--- config.mk ---
export PLATFORM = sky130hd
export DESIGN_NAME = msg_match_engine
export DESIGN_NICKNAME = d
export VERILOG_FILES = /design/src/rtl/msg_match_engine.sv
export SDC_FILE = /design/constraint.sdc
export NUM_CORES = 2
export LEC_CHECK = 0
export ABC_AREA = 1
export BUFFER_PORTS_ARGS = -buffer_cell sky130_fd_sc_hd__buf_2
export CAP_MARGIN = 25
export CELL_PAD_IN_SITES_DETAIL_PLACEMENT = 1
export CELL_PAD_IN_SITES_GLOBAL_PLACEMENT = 1
export CORE_MARGIN = 4
export CORE_UTILIZATION = 45
export CTS_BUF_LIST = sky130_fd_sc_hd__clkbuf_8
export DETAILED_ROUTE_END_ITERATION = 12
export PLACE_DENSITY_LB_ADDON = 0.1
export SLEW_MARGIN = 25
export SYNTH_ARGS = -nofsm -noshare
export SYNTH_HDL_FRONTEND = slang
export SYNTH_SLANG_ARGS = --single-unit
--- constraint.sdc ---
create_clock -name nios_clk -period 4 [get_ports nios_clk]
set_input_delay 0.6 -clock nios_clk [delete_from_list [all_inputs] [get_ports nios_clk]]
set_output_delay 0.6 -clock nios_clk [all_outputs]
set_load 0.02 [all_outputs]
--- src/rtl/msg_match_engine.sv ---
// MPI receive-side matching engine: unexpected-message queue, wildcards,
// eager and rendezvous (RTS/CTS/DATA) receives.
module msg_match_engine #(
    parameter int PKT_W     = 128,
    parameter int DATA_W    = 32,
    parameter int SRC_W     = 8,
    parameter int TAG_W     = 8,
    parameter int ADDR_W    = 11,
    parameter int UMQ_DEPTH = 8
) (
    input  logic              nios_clk,
    input  logic              reset,
    input  logic              start,
    input  logic [31:0]       data_in_a,
    input  logic [31:0]       data_in_b,
    input  logic [2:0]        in_opcode,
    output logic [DATA_W-1:0] result,
    output logic              done,
    output logic              overflow,
    output logic              stray,
    input  logic [PKT_W-1:0]  packet_in,
    output logic [PKT_W-1:0]  packet_out,
    output logic              packet_out_valid,
    output logic              write,
    output logic [ADDR_W-1:0] write_addr,
    output logic [DATA_W-1:0] data_to_mem
);
    localparam int IDX_W = $clog2(UMQ_DEPTH);
    localparam int CNT_W = $clog2(UMQ_DEPTH + 1);
    localparam int PAD_W = PKT_W - 8 - SRC_W - TAG_W - ADDR_W;
    localparam logic [4:0] T_EAGER = 5'b10000;
    localparam logic [4:0] T_RTS   = 5'b10001;
    localparam logic [4:0] T_DATA  = 5'b11000;
    localparam logic [4:0] T_CTS   = 5'b01110;

    typedef enum logic [2:0] {
        IDLE, MATCH, WAIT_MSG, DONE_E, SEND_CTS, RECV_DATA
    } state_t;

    typedef struct packed {
        logic              is_rts;
        logic [SRC_W-1:0]  src;
        logic [TAG_W-1:0]  tag;
        logic [ADDR_W-1:0] size;
        logic [DATA_W-1:0] payload;
    } entry_t;

    state_t            state_q, state_d;
    logic [SRC_W-1:0]  req_src_q, req_src_d;
    logic [TAG_W-1:0]  req_tag_q, req_tag_d;
    logic [ADDR_W-1:0] base_q, base_d;
    logic [2:0]        opc_q, opc_d;
    logic [ADDR_W-1:0] msg_size_q, msg_size_d;
    logic [ADDR_W-1:0] wcnt_q, wcnt_d;
    entry_t            umq_q [UMQ_DEPTH];
    entry_t            umq_d [UMQ_DEPTH];
    logic [CNT_W-1:0]  cnt_q, cnt_d;
    logic [DATA_W-1:0] result_q, result_d;
    logic              done_q, done_d;
    logic              ovf_q, ovf_d;
    logic              stray_q, stray_d;
    logic [PKT_W-1:0]  pkt_out_q, pkt_out_d;
    logic              pov_q, pov_d;
    logic              write_q, write_d;
    logic [ADDR_W-1:0] waddr_q, waddr_d;
    logic [DATA_W-1:0] wdata_q, wdata_d;

    logic [4:0]        p_type;
    logic              p_msg, p_data, p_hit;
    entry_t            arr, tk;
    logic              hit, rm, app, take;
    logic [IDX_W-1:0]  hit_idx;
    logic              unused_bits;

    assign p_type = packet_in[127:123];
    assign p_msg  = (p_type == T_EAGER) || (p_type == T_RTS);
    assign p_data = (p_type == T_DATA);
    assign unused_bits = ^{data_in_a[31:16], data_in_b[31:22],
                           packet_in[122:120], packet_in[92:88],
                           packet_in[55:11]};

    function automatic logic req_match(input logic [SRC_W-1:0] s,
                                       input logic [TAG_W-1:0] t);
        return ((req_src_q == '1) || (req_src_q == s)) &&
               ((req_tag_q == '1) || (req_tag_q == t));
    endfunction

    always_comb begin
        arr.is_rts  = (p_type == T_RTS);
        arr.src     = packet_in[119:112];
        arr.tag     = packet_in[111:104];
        arr.size    = packet_in[103:93];
        arr.payload = packet_in[87:56];
        p_hit       = p_msg && req_match(arr.src, arr.tag);
    end

    // Scan downward so the lowest (oldest) hitting slot wins.
    always_comb begin
        hit     = 1'b0;
        hit_idx = '0;
        for (int i = UMQ_DEPTH - 1; i >= 0; i--) begin
            if ((CNT_W'(i) < cnt_q) &&
                req_match(umq_q[i].src, umq_q[i].tag)) begin
                hit     = 1'b1;
                hit_idx = IDX_W'(i);
            end
        end
    end

    always_comb begin
        state_d    = state_q;
        req_src_d  = req_src_q;
        req_tag_d  = req_tag_q;
        base_d     = base_q;
        opc_d      = opc_q;
        msg_size_d = msg_size_q;
        wcnt_d     = wcnt_q;
        result_d   = result_q;
        done_d     = 1'b0;
        pkt_out_d  = '0;
        pov_d      = 1'b0;
        write_d    = 1'b0;
        waddr_d    = waddr_q;
        wdata_d    = wdata_q;
        rm         = 1'b0;
        take       = 1'b0;
        tk         = arr;
        unique case (state_q)
            IDLE: begin
                if (start) begin
                    req_src_d = data_in_a[8 +: SRC_W];
                    req_tag_d = data_in_a[0 +: TAG_W];
                    base_d    = data_in_b[21:11];
                    opc_d     = in_opcode;
                    state_d   = MATCH;
                end
            end
            MATCH: begin
                if (hit) begin
                    rm   = 1'b1;
                    take = 1'b1;
                    tk   = umq_q[hit_idx];
                end else begin
                    state_d = WAIT_MSG;
                end
            end
            WAIT_MSG: take = p_hit;
            DONE_E:   state_d = IDLE;
            SEND_CTS: state_d = (msg_size_q == '0) ? IDLE : RECV_DATA;
            RECV_DATA: begin
                if (p_data) begin
                    write_d = 1'b1;
                    waddr_d = base_q + packet_in[ADDR_W-1:0];
                    wdata_d = packet_in[87:56];
                    wcnt_d  = wcnt_q + ADDR_W'(1);
                    if (packet_in[ADDR_W-1:0] == msg_size_q - ADDR_W'(1)) begin
                        done_d   = 1'b1;
                        result_d = DATA_W'(wcnt_q) + DATA_W'(1);
                        state_d  = IDLE;
                    end
                end
            end
            default: state_d = IDLE;
        endcase
        if (take) begin
            if (!tk.is_rts) begin
                state_d  = DONE_E;
                write_d  = 1'b1;
                waddr_d  = base_q;
                wdata_d  = tk.payload;
                result_d = tk.payload;
                done_d   = 1'b1;
            end else begin
                state_d    = SEND_CTS;
                pov_d      = 1'b1;
                pkt_out_d  = {T_CTS, opc_q, tk.src, tk.tag, tk.size,
                              {PAD_W{1'b0}}};
                msg_size_d = tk.size;
                wcnt_d     = '0;
                if (tk.size == '0) begin
                    done_d   = 1'b1;
                    result_d = '0;
                end
            end
        end
        app     = p_msg && !((state_q == WAIT_MSG) && p_hit);
        stray_d = stray_q | (p_data && (state_q != RECV_DATA));
    end

    // Removal compacts first; the append then lands at the new count.
    always_comb begin
        umq_d = umq_q;
        cnt_d = cnt_q;
        ovf_d = ovf_q;
        if (rm) begin
            for (int i = 0; i < UMQ_DEPTH - 1; i++) begin
                if (IDX_W'(i) >= hit_idx) umq_d[i] = umq_q[i + 1];
            end
            cnt_d = cnt_q - CNT_W'(1);
        end
        if (app) begin
            if (cnt_d == CNT_W'(UMQ_DEPTH)) begin
                ovf_d = 1'b1;
            end else begin
                for (int i = 0; i < UMQ_DEPTH; i++) begin
                    if (CNT_W'(i) == cnt_d) umq_d[i] = arr;
                end
                cnt_d = cnt_d + CNT_W'(1);
            end
        end
    end

    always_ff @(posedge nios_clk or negedge reset) begin
        if (!reset) begin
            state_q    <= IDLE;
            req_src_q  <= '0;
            req_tag_q  <= '0;
            base_q     <= '0;
            opc_q      <= '0;
            msg_size_q <= '0;
            wcnt_q     <= '0;
            for (int i = 0; i < UMQ_DEPTH; i++) umq_q[i] <= '0;
            cnt_q      <= '0;
            result_q   <= '0;
            done_q     <= 1'b0;
            ovf_q      <= 1'b0;
            stray_q    <= 1'b0;
            pkt_out_q  <= '0;
            pov_q      <= 1'b0;
            write_q    <= 1'b0;
            waddr_q    <= '0;
            wdata_q    <= '0;
        end else begin
            state_q    <= state_d;
            req_src_q  <= req_src_d;
            req_tag_q  <= req_tag_d;
            base_q     <= base_d;
            opc_q      <= opc_d;
            msg_size_q <= msg_size_d;
            wcnt_q     <= wcnt_d;
            for (int i = 0; i < UMQ_DEPTH; i++) umq_q[i] <= umq_d[i];
            cnt_q      <= cnt_d;
            result_q   <= result_d;
            done_q     <= done_d;
            ovf_q      <= ovf_d;
            stray_q    <= stray_d;
            pkt_out_q  <= pkt_out_d;
            pov_q      <= pov_d;
            write_q    <= write_d;
            waddr_q    <= waddr_d;
            wdata_q    <= wdata_d;
        end
    end

    assign result           = result_q;
    assign done             = done_q;
    assign overflow         = ovf_q;
    assign stray            = stray_q;
    assign packet_out       = pkt_out_q;
    assign packet_out_valid = pov_q;
    assign write            = write_q;
    assign write_addr       = waddr_q;
    assign data_to_mem      = wdata_q;

endmodule

==> out/qor.txt <==
Status: finished clean
Flops & latches, synth: 649
Die X: 297 µm
Clk_lat worst skew: 0.80 ns
Root buf cell: clkbuf_8
Slowest-stage cell, CP: dfrtp_2
Slew Limit Fails: 0
Power per cell area: 518 nW/µm²
Iteration-0 DRC Markers: 2804
Kind of critical path: reg2reg
Worst setup margin: 0.140 ns
Deepest clock path buffer count: 3
Most used DFF post-synth: dfrtp_1
Post-Synthesis Cells: 5107
Die area: 88000 µm²
Vias in the first global route: 36900
Top cells by area, synth: dfrtp_1 (43%), nand2_1 (15%), o21ai_0 (11%)
H-Tree Depth: 3
Max-cap violation count: 0
Core area: 82400 µm²
Largest net degree at the start of global routing: 89
Layout cell share with drive strength beyond 1: 14.1%
Filler cells: 10500
First-pass DRT Iterations: 6
Met3 Use GR: 5.52%
CTS tree: done
Placer Congestion: 0.870
Clk sinks: 649
Top cell type's share of synthesized area: 43.3%
Die Y-Extent: 297 µm
Seq/Total Area, Yosys: 43.3%
Number of synthesized flops with an enable pin: 0
Met2 usage: 52.5%
Final Setup Violations: 0
FFs w/ async S/R, synth: 100%
Worst-path clk slew: 0.06 ns
Setup WS pre-CTS: -0.153 ns
Busiest grt layer: met2
CTS buffer count: 117
Top Family by Delay on Critical Path: simple AND/OR/NAND/NOR gates
Cell with the most instances on the worst path: nand2_1
Post-DP HPWL: 94.6 mm
Final Hold Vio Count: 0
Min-delay worst type: in2reg
Max stage delay on crit path: 0.42 ns
CP Capture Type: register
Final min period: 3.86 ns
DRC violations left: 0
Unrepaired setup endpoints after global routing: true
Yosys top cell by area: dfrtp_1
Fmax: 259 MHz
Aggregate global-route resource usage: 31.8%
Synth top cells by count: nand2_1 (1528), o21ai_0 (808), dfrtp_1 (649)
First-pass GRT wire length: 217 mm
P&R area growth vs syn: 15.8%
Routed WL: 142 mm
Synth cell types: 60
Row Count: 105
Vias/cell: 5.63
Cell Chain, Critical Path: inv_1 -> nand2_1 -> nand4_1 -> nor3_1 -> nand4_1 -> nand2_1 -> nand3_2 -> nand2_4 -> nor2_4 -> a21oi_4 -> inv_2 -> nor2_2 -> nand3_1 -> xor2_2 -> nor3_2 -> nor2_4 -> nand3_4 -> buf_12 -> nand2_1 -> o21ai_1
Required @ worst endpoint: 4.61 ns
Final period utilization: 96.5%
Worst-Margin Slew: 0.932 ns
Via count: 36700
Port Buffers: 220
Nets@finish: 5563
Initial antenna violation count: 4
Initial Utilization: 45.5%
Rel. slew slack: 37.9%
Setup_tns: 0 ns
Cell area after synthesis: 37500 µm²
R2R Setup Slk: 0.14 ns
Remaining antenna violation count after routing: 0
Num ports: 406
Leakage power: 0.0201 µW
Mapped Avg Cell Area: 7.34 µm²
Max FO, Critical Path: 34
Worst vdd ir: 0.313 mV
CP Launch Type: register
Grt met1 use: 41.8%
Grt total ovfl: 0
Ys Warns: 0
Critical path data arrival time: 4.47 ns
Most frequent cell after synthesis: nand2_1
Clock skew: 0.0598 ns
Per-cell routed wire length: 21.9 µm
Worst path buffer plus inverter count: 3
Tot Pwr: 22500 µW
final timing paths:
path	start	end	depth (start not counted)
worst max-delay path	req_src_q[1]$_DFFE_PN0P_	umq_q[147]$_DFF_PN0_	20
worst min-delay path	data_in_b[15]	base_q[4]$_DFFE_PN0P_	2
worst max register to register	req_src_q[1]$_DFFE_PN0P_	umq_q[147]$_DFF_PN0_	20
worst min register to register	opc_q[2]$_DFFE_PN0P_	packet_out[122]$_DFF_PN0_	2
max in group asynchronous	reset	req_src_q[4]$_DFFE_PN0P_	3
min in group asynchronous	reset	req_src_q[0]$_DFFE_PN0P_	2
through the flow:
| stage | utilization [%] | std cells | area [µm²] | hold WS (ns) |
|---|---|---|---|---|
| after global routing | 52.7 | 6509 | 43400 | 0.0278 |
| after CTS | 52.4 | 6491 | 43100 | 0.00733 |
| after detailed placement | 49.4 | 6275 | 40700 | 0.487 |
| after global placement | 49.4 | 6275 | 40700 | 0.468 |
| final | 52.7 | 6511 | 43400 | 0.0711 |
| after floorplan | - | 5201 | 37800 | 0.304 |
report_power, final:
part	internal (µW)	total, µW	switching (µW)	leakage (µW)
clock	3480	6490	3010	0.00139
combinational	2570	6700	4130	0.0102
sequential	8040	9300	1270	0.00847
routing by layer:
metal | share of wire (%) | up-vias | wire (µm)
met4 | 4.0 | 0 | 5720
met3 | 5.9 | 307 | 8380
met5 | 0 | - | 0
met1 | 43 | 18200 | 61100
li1 | - | 17100 | -
met2 | 47 | 1021 | 67100
flip-flops by register name, summed over array words and instances, names as in the netlist, 4 cells and up:
signal and flops:
wcnt_q 11, write_addr 11, data_to_mem 32, base_q 11, msg_size_q 11, packet_out 31, umq_q 480, result 32
req_src_q 8, req_tag_q 8, cnt_q 4
layout by cell type, fill, tap and decap left out, drive strengths merged, types with 10 or more instances in the layout:
master	n
nand2	1539
o21ai	993
dfrtp	649
buf	453
inv	390
nor2	356
nand3	184
clkbuf	147
a21oi	105
conb	95
a31oi	73
o211ai	62
xnor2	56
nand4	45
o22ai	45
xor2	45
mux2	35
nor3	28
a211oi	25
ha	19
clkinv	17
o21bai	10
cells by family after synthesis:
family	share of synthesized area (%)
adders and majority gates	0.688
AOI/OAI and AO/OA	19.3
muxes	1.10
DFF	43.3
buffers and inverters	9.99
and+or+nand+nor	23.2
xor gates and xnor gates	2.40
other	0.0100
what timing repair did:
item	4_1_cts	5_1_grt
endpoints found under the hold margin	75	0
pin swaps	0	9
cloned	0	2
endpoints found under the setup margin	41	598
hold buffers	7	0
resized for setup	2	46
setup buffers	0	12
final cells by class:
cell class	instances	area [µm²]	area share (%)
multi-input cells	3764	18100	41.8
flip-flops and latches	649	16300	37.5
repair buffers	460	3900	8.99
clock buffers	147	2020	4.66
inverters	353	1350	3.11
well taps	1070	1340	3.09
clock inverters	62	369	0.851
diodes	6	15.0	0.0346
No activity file was read; power rests on OpenSTA's default activity.
